$ cat src/rtl/nf_pkg.sv
// Shared types and constants for the neuron_feeder layer sequencer.
package nf_pkg;

  typedef logic [15:0] fp16_t;

  localparam int    FP_EXP_W  = 5;
  localparam int    FP_MAN_W  = 10;
  localparam fp16_t FP16_ZERO = 16'h0000;

  typedef enum logic [2:0] {
    IDLE  = 3'd0,
    FETCH = 3'd1,
    RUN   = 3'd2,
    GAP   = 3'd3,
    DONE  = 3'd4
  } state_e;

  // True for +0 and -0: exponent and mantissa both clear, sign ignored.
  function automatic logic fp16_is_zero(input fp16_t v);
    return v[FP_EXP_W+FP_MAN_W-1:0] == '0;
  endfunction

endpackage

$ cat src/rtl/nf_weight_ram.sv
// Weight store: one write port, one synchronous read port (address in cycle t, data in t+1).
module nf_weight_ram
  import nf_pkg::*;
#(
  parameter int DEPTH = 25,
  parameter int AW    = 5
) (
  input  logic          clk_i,
  input  logic          we_i,
  input  logic [AW-1:0] wr_addr_i,
  input  fp16_t         wr_data_i,
  input  logic [AW-1:0] rd_addr_i,
  output fp16_t         rd_data_o
);

  fp16_t mem_q [DEPTH];
  fp16_t rd_data_q;

  // Contents are deliberately not reset; the layer is always reloaded by software.
  always_ff @(posedge clk_i) begin
    if (we_i) begin
      mem_q[wr_addr_i] <= wr_data_i;
    end
    if (int'(rd_addr_i) < DEPTH) begin
      rd_data_q <= mem_q[rd_addr_i];
    end
  end

  assign rd_data_o = rd_data_q;

endmodule

$ cat src/rtl/neuron_feeder.sv
// Layer sequencer in front of neuron_top: latches inputs, fetches 3 weights per neuron,
// hands them over and collects each result. Optional zero-weight skipping via SKIP_ZERO_EN.
//
// Handshake: done1..3 is a level that stays high from the first RUN cycle until the cycle
// neuron_done is sampled high; res_valid and layer_done are single-cycle pulses with no
// back-pressure; start/wr_en are accepted only while busy is low.
module neuron_feeder
  import nf_pkg::*;
#(
  parameter int NUM_NEURONS = 8,
  parameter int MEM_DEPTH   = 25,
  parameter int AW          = 5
) (
  input  logic          clk,
  input  logic          reset,
  input  logic          wr_en,
  input  logic [AW-1:0] wr_addr,
  input  logic [15:0]   wr_data,
  input  logic          start,
  input  logic [15:0]   xin1,
  input  logic [15:0]   xin2,
  input  logic [15:0]   xin3,
  output logic [15:0]   x1,
  output logic [15:0]   x2,
  output logic [15:0]   x3,
  output logic [15:0]   w1,
  output logic [15:0]   w2,
  output logic [15:0]   w3,
  output logic          done1,
  output logic          done2,
  output logic          done3,
  input  logic          neuron_done,
  input  logic [15:0]   f,
  output logic          res_valid,
  output logic [AW-1:0] res_idx,
  output logic [15:0]   res_data,
  output logic          busy,
  output logic          layer_done,
  output state_e        dbg_state
);

  state_e        state_q, state_d;
  logic [AW-1:0] n_q, n_d;
  logic [AW-1:0] addr_q, addr_d;
  logic [1:0]    k_q, k_d;
  fp16_t         x1_q, x1_d, x2_q, x2_d, x3_q, x3_d;
  fp16_t         w1_q, w1_d, w2_q, w2_d, w3_q, w3_d;
  fp16_t         res_data_q, res_data_d;
  logic [AW-1:0] res_idx_q, res_idx_d;
  logic          done_q, done_d;
  logic          res_valid_q, res_valid_d;
  logic          busy_q, busy_d;
  logic          layer_done_q, layer_done_d;

  fp16_t         rd_data;
  logic          ram_we;

  // Writes are frozen while a layer runs so the weights cannot change under a neuron.
  assign ram_we = wr_en && !busy_q && (int'(wr_addr) < MEM_DEPTH);

  nf_weight_ram #(
    .DEPTH (MEM_DEPTH),
    .AW    (AW)
  ) u_ram (
    .clk_i     (clk),
    .we_i      (ram_we),
    .wr_addr_i (wr_addr),
    .wr_data_i (wr_data),
    .rd_addr_i (addr_q),
    .rd_data_o (rd_data)
  );

  always_comb begin
    state_d      = state_q;
    n_d          = n_q;
    addr_d       = addr_q;
    k_d          = k_q;
    x1_d         = x1_q;
    x2_d         = x2_q;
    x3_d         = x3_q;
    w1_d         = w1_q;
    w2_d         = w2_q;
    w3_d         = w3_q;
    res_data_d   = res_data_q;
    res_idx_d    = res_idx_q;
    done_d       = done_q;
    res_valid_d  = 1'b0;
    busy_d       = busy_q;
    layer_done_d = 1'b0;

    unique case (state_q)
      IDLE: begin
        if (start) begin
          x1_d    = xin1;
          x2_d    = xin2;
          x3_d    = xin3;
          n_d     = '0;
          k_d     = '0;
          addr_d  = '0;
          busy_d  = 1'b1;
          state_d = FETCH;
        end
      end
      FETCH: begin
        // addr_q walks 3n..3n+3; read data lags the address by one cycle.
        unique case (k_q)
          2'd1:    w1_d = rd_data;
          2'd2:    w2_d = rd_data;
          2'd3:    w3_d = rd_data;
          default: ;
        endcase
        k_d = k_q + 2'd1;
        if (k_q != 2'd3) begin
          addr_d = addr_q + AW'(1);
        end else begin
`ifdef SKIP_ZERO_EN
          if (fp16_is_zero(w1_q) && fp16_is_zero(w2_q) && fp16_is_zero(rd_data)) begin
            res_data_d  = FP16_ZERO;
            res_idx_d   = n_q;
            res_valid_d = 1'b1;
            state_d     = GAP;
          end else begin
            done_d  = 1'b1;
            state_d = RUN;
          end
`else
          done_d  = 1'b1;
          state_d = RUN;
`endif
        end
      end
      RUN: begin
        if (neuron_done) begin
          res_data_d  = f;
          res_idx_d   = n_q;
          res_valid_d = 1'b1;
          done_d      = 1'b0;
          state_d     = GAP;
        end
      end
      GAP: begin
        // done is low here, so a neuron_done still held high is not taken twice.
        if (n_q == AW'(NUM_NEURONS - 1)) begin
          layer_done_d = 1'b1;
          state_d      = DONE;
        end else begin
          n_d     = n_q + AW'(1);
          state_d = FETCH;
        end
      end
      DONE: begin
        busy_d  = 1'b0;
        state_d = IDLE;
      end
      default: state_d = IDLE;
    endcase
  end

  always_ff @(posedge clk or negedge reset) begin
    if (!reset) begin
      state_q      <= IDLE;
      n_q          <= '0;
      addr_q       <= '0;
      k_q          <= '0;
      x1_q         <= '0;
      x2_q         <= '0;
      x3_q         <= '0;
      w1_q         <= '0;
      w2_q         <= '0;
      w3_q         <= '0;
      res_data_q   <= '0;
      res_idx_q    <= '0;
      done_q       <= 1'b0;
      res_valid_q  <= 1'b0;
      busy_q       <= 1'b0;
      layer_done_q <= 1'b0;
    end else begin
      state_q      <= state_d;
      n_q          <= n_d;
      addr_q       <= addr_d;
      k_q          <= k_d;
      x1_q         <= x1_d;
      x2_q         <= x2_d;
      x3_q         <= x3_d;
      w1_q         <= w1_d;
      w2_q         <= w2_d;
      w3_q         <= w3_d;
      res_data_q   <= res_data_d;
      res_idx_q    <= res_idx_d;
      done_q       <= done_d;
      res_valid_q  <= res_valid_d;
      busy_q       <= busy_d;
      layer_done_q <= layer_done_d;
    end
  end

  assign x1         = x1_q;
  assign x2         = x2_q;
  assign x3         = x3_q;
  assign w1         = w1_q;
  assign w2         = w2_q;
  assign w3         = w3_q;
  assign done1      = done_q;
  assign done2      = done_q;
  assign done3      = done_q;
  assign res_valid  = res_valid_q;
  assign res_idx    = res_idx_q;
  assign res_data   = res_data_q;
  assign busy       = busy_q;
  assign layer_done = layer_done_q;
  assign dbg_state  = state_q;

endmodule

$ cat config.mk
export PLATFORM = sky130hd
export DESIGN_NAME = neuron_feeder
export DESIGN_NICKNAME = d
export VERILOG_FILES = /design/src/rtl/nf_pkg.sv /design/src/rtl/nf_weight_ram.sv /design/src/rtl/neuron_feeder.sv
export SDC_FILE = /design/constraint.sdc
export NUM_CORES = 1
export LEC_CHECK = 0
export BUFFER_PORTS_ARGS = -buffer_cell sky130_fd_sc_hd__buf_2
export CAP_MARGIN = 20
export CORE_MARGIN = 5
export CORE_UTILIZATION = 40
export DETAILED_ROUTE_END_ITERATION = 10
export GPL_ROUTABILITY_DRIVEN = 0
export PLACE_DENSITY_LB_ADDON = 0.25
export SLEW_MARGIN = 0
export SYNTH_ARGS = -nofsm -noshare
export SYNTH_HDL_FRONTEND = slang
export SYNTH_HIERARCHICAL = 1
export SYNTH_SLANG_ARGS = --single-unit
$ cat constraint.sdc
create_clock -name clk -period 3.36 [get_ports clk]
set_clock_uncertainty 0.1 [all_clocks]
set_input_delay 1.008 -clock clk [delete_from_list [all_inputs] [get_ports clk]]
set_output_delay 1.008 -clock clk [all_outputs]
set_load 0.02 [all_outputs]
# Word level (Yosys, flattened, before mapping)
# Memories as Yosys holds them, arrays and structs flattened. A register that Yosys moved wholly into a read port is not among the register bits.
# Index checks and enable logic that the tools add are counted.
[op_classes]
addsub = 3
n_lt_le_gt_ge = 2
n_eq_ne = 14
n_mux = 23
reduce_logical = 19
[op_table]
columns = ["operator", "n"]
rows = [
  ["$pmux 5 s2", 2],
  ["$mux 5", 3],
  ["$reduce_and 2->1", 7],
  ["$mux 3", 4],
  ["$ne 2x2->1 const B", 6],
  ["$pmux 3 s4", 1],
  ["$reduce_and 3->1", 4],
  ["$add 5x1->5 const B", 2],
  ["$lt 5x5->1 const B", 2],
  ["$mux 1", 9],
  ["$reduce_bool 2->1", 4],
  ["$eq 3x2->1 const B", 2],
  ["$eq 5x3->1 const B", 1],
  ["$eq 2x2->1 const B", 2],
  ["$pmux 1 s2", 2],
  ["$pmux 2 s2", 1],
  ["$eq 3x1->1 const B", 1],
  ["$eq 3x3->1 const B", 1],
  ["$logic_not 3->1", 1],
  ["$add 2x1->2 const B", 1],
  ["$eq 2x1->1 const B", 1],
  ["$logic_and 1x1->1", 2],
  ["$mux 2", 1],
  ["$logic_not 1->1", 1],
]
[word_totals]
reg_bits = 136
mem_bits_rw = 400
inputBits = 90
out_inout_bits = 126
memories = 1
[mem_list]
columns = ["memory", "depth", "word_bits", "read_ports", "rd_clocked_by_memory_dff", "write_ports", "line", "rtl"]
rows = [
  ["u_ram.mem_q", 25, 16, 1, 1, 1, "nf_weight_ram.sv:16", "fp16_t mem_q [DEPTH];"],
]

# Longest topological paths before layout
[logic_depth]
depth_word = 5
ltp_mapped = 8

# Hierarchy
# The synthesis kept the hierarchy.
[modules_own_cells]
columns = ["module", "instances", "cells_each", "area_each_um2"]
rows = [
  ["nf_weight_ram", 1, 746, 15984.1],
  ["neuron_feeder", 1, 454, 5412.7],
]

# Least setup slack after synthesis
# No wires, ideal clock.
[synth_path]
path_kind = "input port to flip-flop"
start = "in wr_addr[2]"
end = "mem u_ram/mem_q[24][0] (netlist name), enable pin"
setup_time_ns = 0.409
t_arrival_ns = 3.459
required_ns = 2.851
slack_ns = -0.608
path_stages = 5
path_buffers = 1
path_cell_list = "o311a_1 > nor3b_1 > or3b_2 > clkbuf_1 > nor3_1"
[synth_between]
elab_chain_len = 4
[synth_lines]
columns = ["element", "line", "rtl"]
rows = [
  ["start, declared", "neuron_feeder.sv:17", "input logic [AW-1:0] wr_addr,"],
  ["$lt 5x5->1", "neuron_feeder.sv:59", "assign ram_we = wr_en && !busy_q && (int'(wr_addr) < MEM_DEPTH);"],
  ["$logic_and 1x1->1", "neuron_feeder.sv:59", ""],
  ["named net ram_we", "neuron_feeder.sv:56", "logic ram_we;"],
  ["$mux 1", "nf_weight_ram.sv:21", "if (we_i) begin"],
  ["$mux 1 (not written as such)", "nf_weight_ram.sv:22", "mem_q[wr_addr_i] <= wr_data_i;"],
  ["end, declared", "nf_weight_ram.sv:16", ""],
]
# The timed path passes the listed nets, and every way through them passes these cells.

# Worst setup path after layout
[layout_path]
start = "reg addr_q[1]"
end = "reg u_ram.rd_data_q[8] (netlist: u_ram/rd_data_o[8]) (read register of u_ram.mem_q), data pin"
[layout_between]
elab_chain_len = 1
[layout_lines]
columns = ["element", "line", "rtl"]
rows = [
  ["start, declared", "neuron_feeder.sv:44", "logic [AW-1:0] addr_q, addr_d;"],
  ["start signal, assigned", "neuron_feeder.sv:180", "addr_q <= addr_d;"],
  ["$lt 5x5->1", "nf_weight_ram.sv:24", "if (int'(rd_addr_i) < DEPTH) begin"],
  ["end, declared", "nf_weight_ram.sv:17", "fp16_t rd_data_q;"],
]
# Parallel ways exist; a longest one is shown, timed or not.
# A chain may end at the register's enable or synchronous reset.

==> results by group <==
Synthesis
  – Syn Area/Cell: between 15 and 20 µm²
  – Mux contribution to synthesized area: 15.09%
  – Compound-Gate Fraction of Synth Area: between 3 and 4%
  – Async S/R FF share, synth: between 20% and 30%
  – Post-synthesis sequential area ratio: around three quarters
  – Cells taking the most area after synthesis: edfxtp_1, dfrtp_1, mux4_2, mux2_2, mux2i_1
  – Yosys top cell by area: edfxtp_1
  – Post-Syn Area: between 20,000 and 25,000 µm²
  – Post-synth EDFFs: between 400 and 500
  – Main combinational cell family by area after synthesis: multiplexers
  – XOR/XNOR Fraction of Synth Area: 0%
  – Flops & latches, synth: 552
  – Syn_nets: around 1.3k
  – Synth Area in Simple Gates: 5.380%
  – Ys Warns: 6
  – Post-synth cell types: 50
  – Post-synthesis adder-cell area fraction: 0.2924%
  – Syn Inst Count: ~1.2k
  – Most used DFF post-synth: edfxtp_1
  – Yosys top cell area share: roughly three fifths

Clocking
  – CTS clk-pin slew, worst paths: around 60 ps
  – Post-CTS sizing: 0
  – Clk_lat worst skew: slightly below 600 ps
  – Clock Path Buffers: 3
  – Post-CTS Setup Repair Bufs: 0
  – Root Buffer: clkbuf_16
  – H-tree levels: 2
  – Num CTS Buffers: 54
  – CTS tree: built
  – Clock Sinks: 552
  – Hold-fix buffers at CTS: 0

Power
  – Pwr/cell area: 844.5 nW/µm²
  – Total Power: between 0.02 and 0.025 W
  – Clk pwr share: between 20% and 30%
  – Internal power: 0.01443 W
  – Combinational power share: slightly above 30%
  – Lkg Pwr: 9.547 nW
  – Worst VDD drop: 0.4794 mV
  – Reg power frac: about 41%
  – Switching share of power: 33.22%
  – Switch Pwr: just over 0.007 W

Setup path
  – R2R depth: 5
  – Critical Path RT: 3640 ps
  – Reg2reg setup slack: approximately 620 ps
  – Critical path startpoint category: register
  – Worst EP arrival: around 3000 ps
  – CP Max Fanout: 32
  – Critical path class: reg2reg
  – Critical R2R Capture: u_ram/rd_data_o[8]
  – CP Capture Type: register
  – R2r startpoint: addr_q[1]

Routing
  – Final WL: ~53,000 µm
  – Vias per inst: 5.350
  – Pre-antenna DRT Iters: 5
  – Routed len/inst: approximately 24 µm
  – Met2 wire len: roughly 24,000 µm
  – Via count: between 10k and 15k
  – Met1 Wirelength: between 20,000 and 25,000 µm
  – Routed wl met3: a little under 4000 µm
  – Max layer used: met5
  – Number of DRC markers in iteration 0: around 960
  – Drc violations: 0
  – Antenna-violating nets left: 0

Floorplanning
  – DIE AREA: roughly 58,000 µm²
  – Die Y: between 200 and 250 µm
  – Die Wd: approximately 240 µm
  – Core Region: around 53,000 µm²
  – Num ports: 216
  – Num rows: 84
  – Initial core utilization: between 40% and 50%

Layout
  – Most common cell after layout, fill and taps aside: edfxtp_1
  – Number of fill cells: 4,432
  – Number of antenna repair diodes: 0
  – Fin cells: around 2.2k
  – Fin util: 48.50%
  – Ratio of cells with drive above 1 in the final layout: between 30% and 40%
  – Fin nets: roughly 1.6k
  – Synth-to-layout area growth: 19.58%
  – Commonest cells after routing, fill and taps aside: edfxtp_1, buf_2, nand2_1, dfrtp_1, mux2i_1

Timing
  – Final Max Tran Viols: 0
  – Relative slew slack: about half
  – Tcrit/Tclk final: ~81%
  – Final hold violation count: 0
  – # setup viols final: 0
  – RSZ-0062 raised after global routing: false
  – Setup WS post-layout: 624.9 ps
  – Min Hold Slack: approximately 250 ps
  – Least-Margin Pin Slew: a little over 700 ps
  – Crit path time final: roughly 2700 ps
  – FMAX: 0.3656 GHz

Status
  – Status: complete, no violations

Hold path
  – Hold WC Path Type: in2async

Global route
  – All-Layer GR Usage: a little under a fifth
  – Vias in the first global route: approximately 12k
  – Global route overflow: 0
  – First-pass GRT wire length: approximately 78,000 µm
  – Largest net degree at the start of global routing: 60
  – Initial antenna violation count: 1

Place
  – DPL Wire Length: between 30,000 and 40,000 µm
  – DP Worst Slack: roughly 92 ps
  – Port bufs: 215
  – Inst Count DP: between 2k and 2.5k

Job
  – Max_cap viols: 0
[critical path, cell delays in order, from the launching register on]
cell and delay [ps]:
dfrtp_4 780, buf_4 400, mux4_2 260, nor2b_1 470
a211oi_1 100, o21ai_0 360
[metrics by stage]
step / cell area (µm²) / TNS (ps)
after floorplan: 21400 / -14840
after global placement: 23810 / 0
after detailed placement: 23810 / 0
after CTS: 25590 / 0
after global routing: 25590 / 0
final: 25590 / 0
[final cells by class]
cell class | instances | area [µm²] | area share [%]
multi-input cells | 578 | 5176 | 20.23
clock inverters | 30 | 242.7 | 0.9487
well taps | 688 | 860.8 | 3.364
inverters | 6 | 22.52 | 0.08802
clock buffers | 71 | 1538 | 6.010
repair buffers | 288 | 1843 | 7.203
flip-flops and latches | 552 | 15900 | 62.16
[synthesized netlist by cell type (all sizes together) (7+ instances only)]
master / instances
nor2: 36
nor2b: 14
mux2: 72
o22a: 7
nand2: 155
a22oi: 26
edfxtp: 416
clkbuf: 17
nand3: 15
dfrtp: 136
buf: 47
mux4: 74
a211oi: 9
mux2i: 75
o21ai: 25
[metal layers]
metal	track usage [%]	vias up
met3	4.633	92
met4	4.941	2
met5	0	-
met1	26.31	6124
li1	-	5213
met2	27.58	409
[how the worst max path moves through the flow]
stage                            start            endpoint  slack (ps)  cells after the start
final                        addr_q[1]  u_ram/rd_data_o[8]         620                      5
after floorplan             wr_addr[2]  u_ram/mem_q[20][0]        -140                      5
after CTS                 dbg_state[0]        dbg_state[0]         610                      1
after detailed placement    wr_addr[1]  u_ram/mem_q[24][1]          90                      8
after global placement      wr_addr[1]  u_ram/mem_q[24][3]          50                      8
after global routing         addr_q[1]  u_ram/rd_data_o[8]         520                      5
[state kept, by name, summed over array words and instances (netlist names)]
signal / count
u_ram/mem_q: 400
res_data: 16
u_ram/rd_data_o: 16
w1: 16
w2: 16
w3: 16
x1: 16
x2: 16
x3: 16
addr_q: 5
n_q: 5
res_idx: 5
dbg_state: 3
k_q: 2
busy: 1
done1: 1
layer_done: 1
res_valid: 1
[power by group through the flow]
stage / clock, W / sequential [W] / combinational, W
CTS: 0.00616 / 0.00895 / 0.00672
detailed placement: 0 / 0.00909 / 0.00670
floorplan: 0 / 0.00970 / 0.00353
finish: 0.00600 / 0.00893 / 0.00667
global placement: 0 / 0.00905 / 0.00665
global route: 0.00646 / 0.00905 / 0.00712
[kinds of logic after synthesis]
group | count (synthesis)
AOI/OAI and AO/OA | 95
adders and majority gates | 5
buffers and inverters | 70
DFF | 552
muxes | 221
and+or+nand+nor | 257
Power figures use the tool's default switching activity.
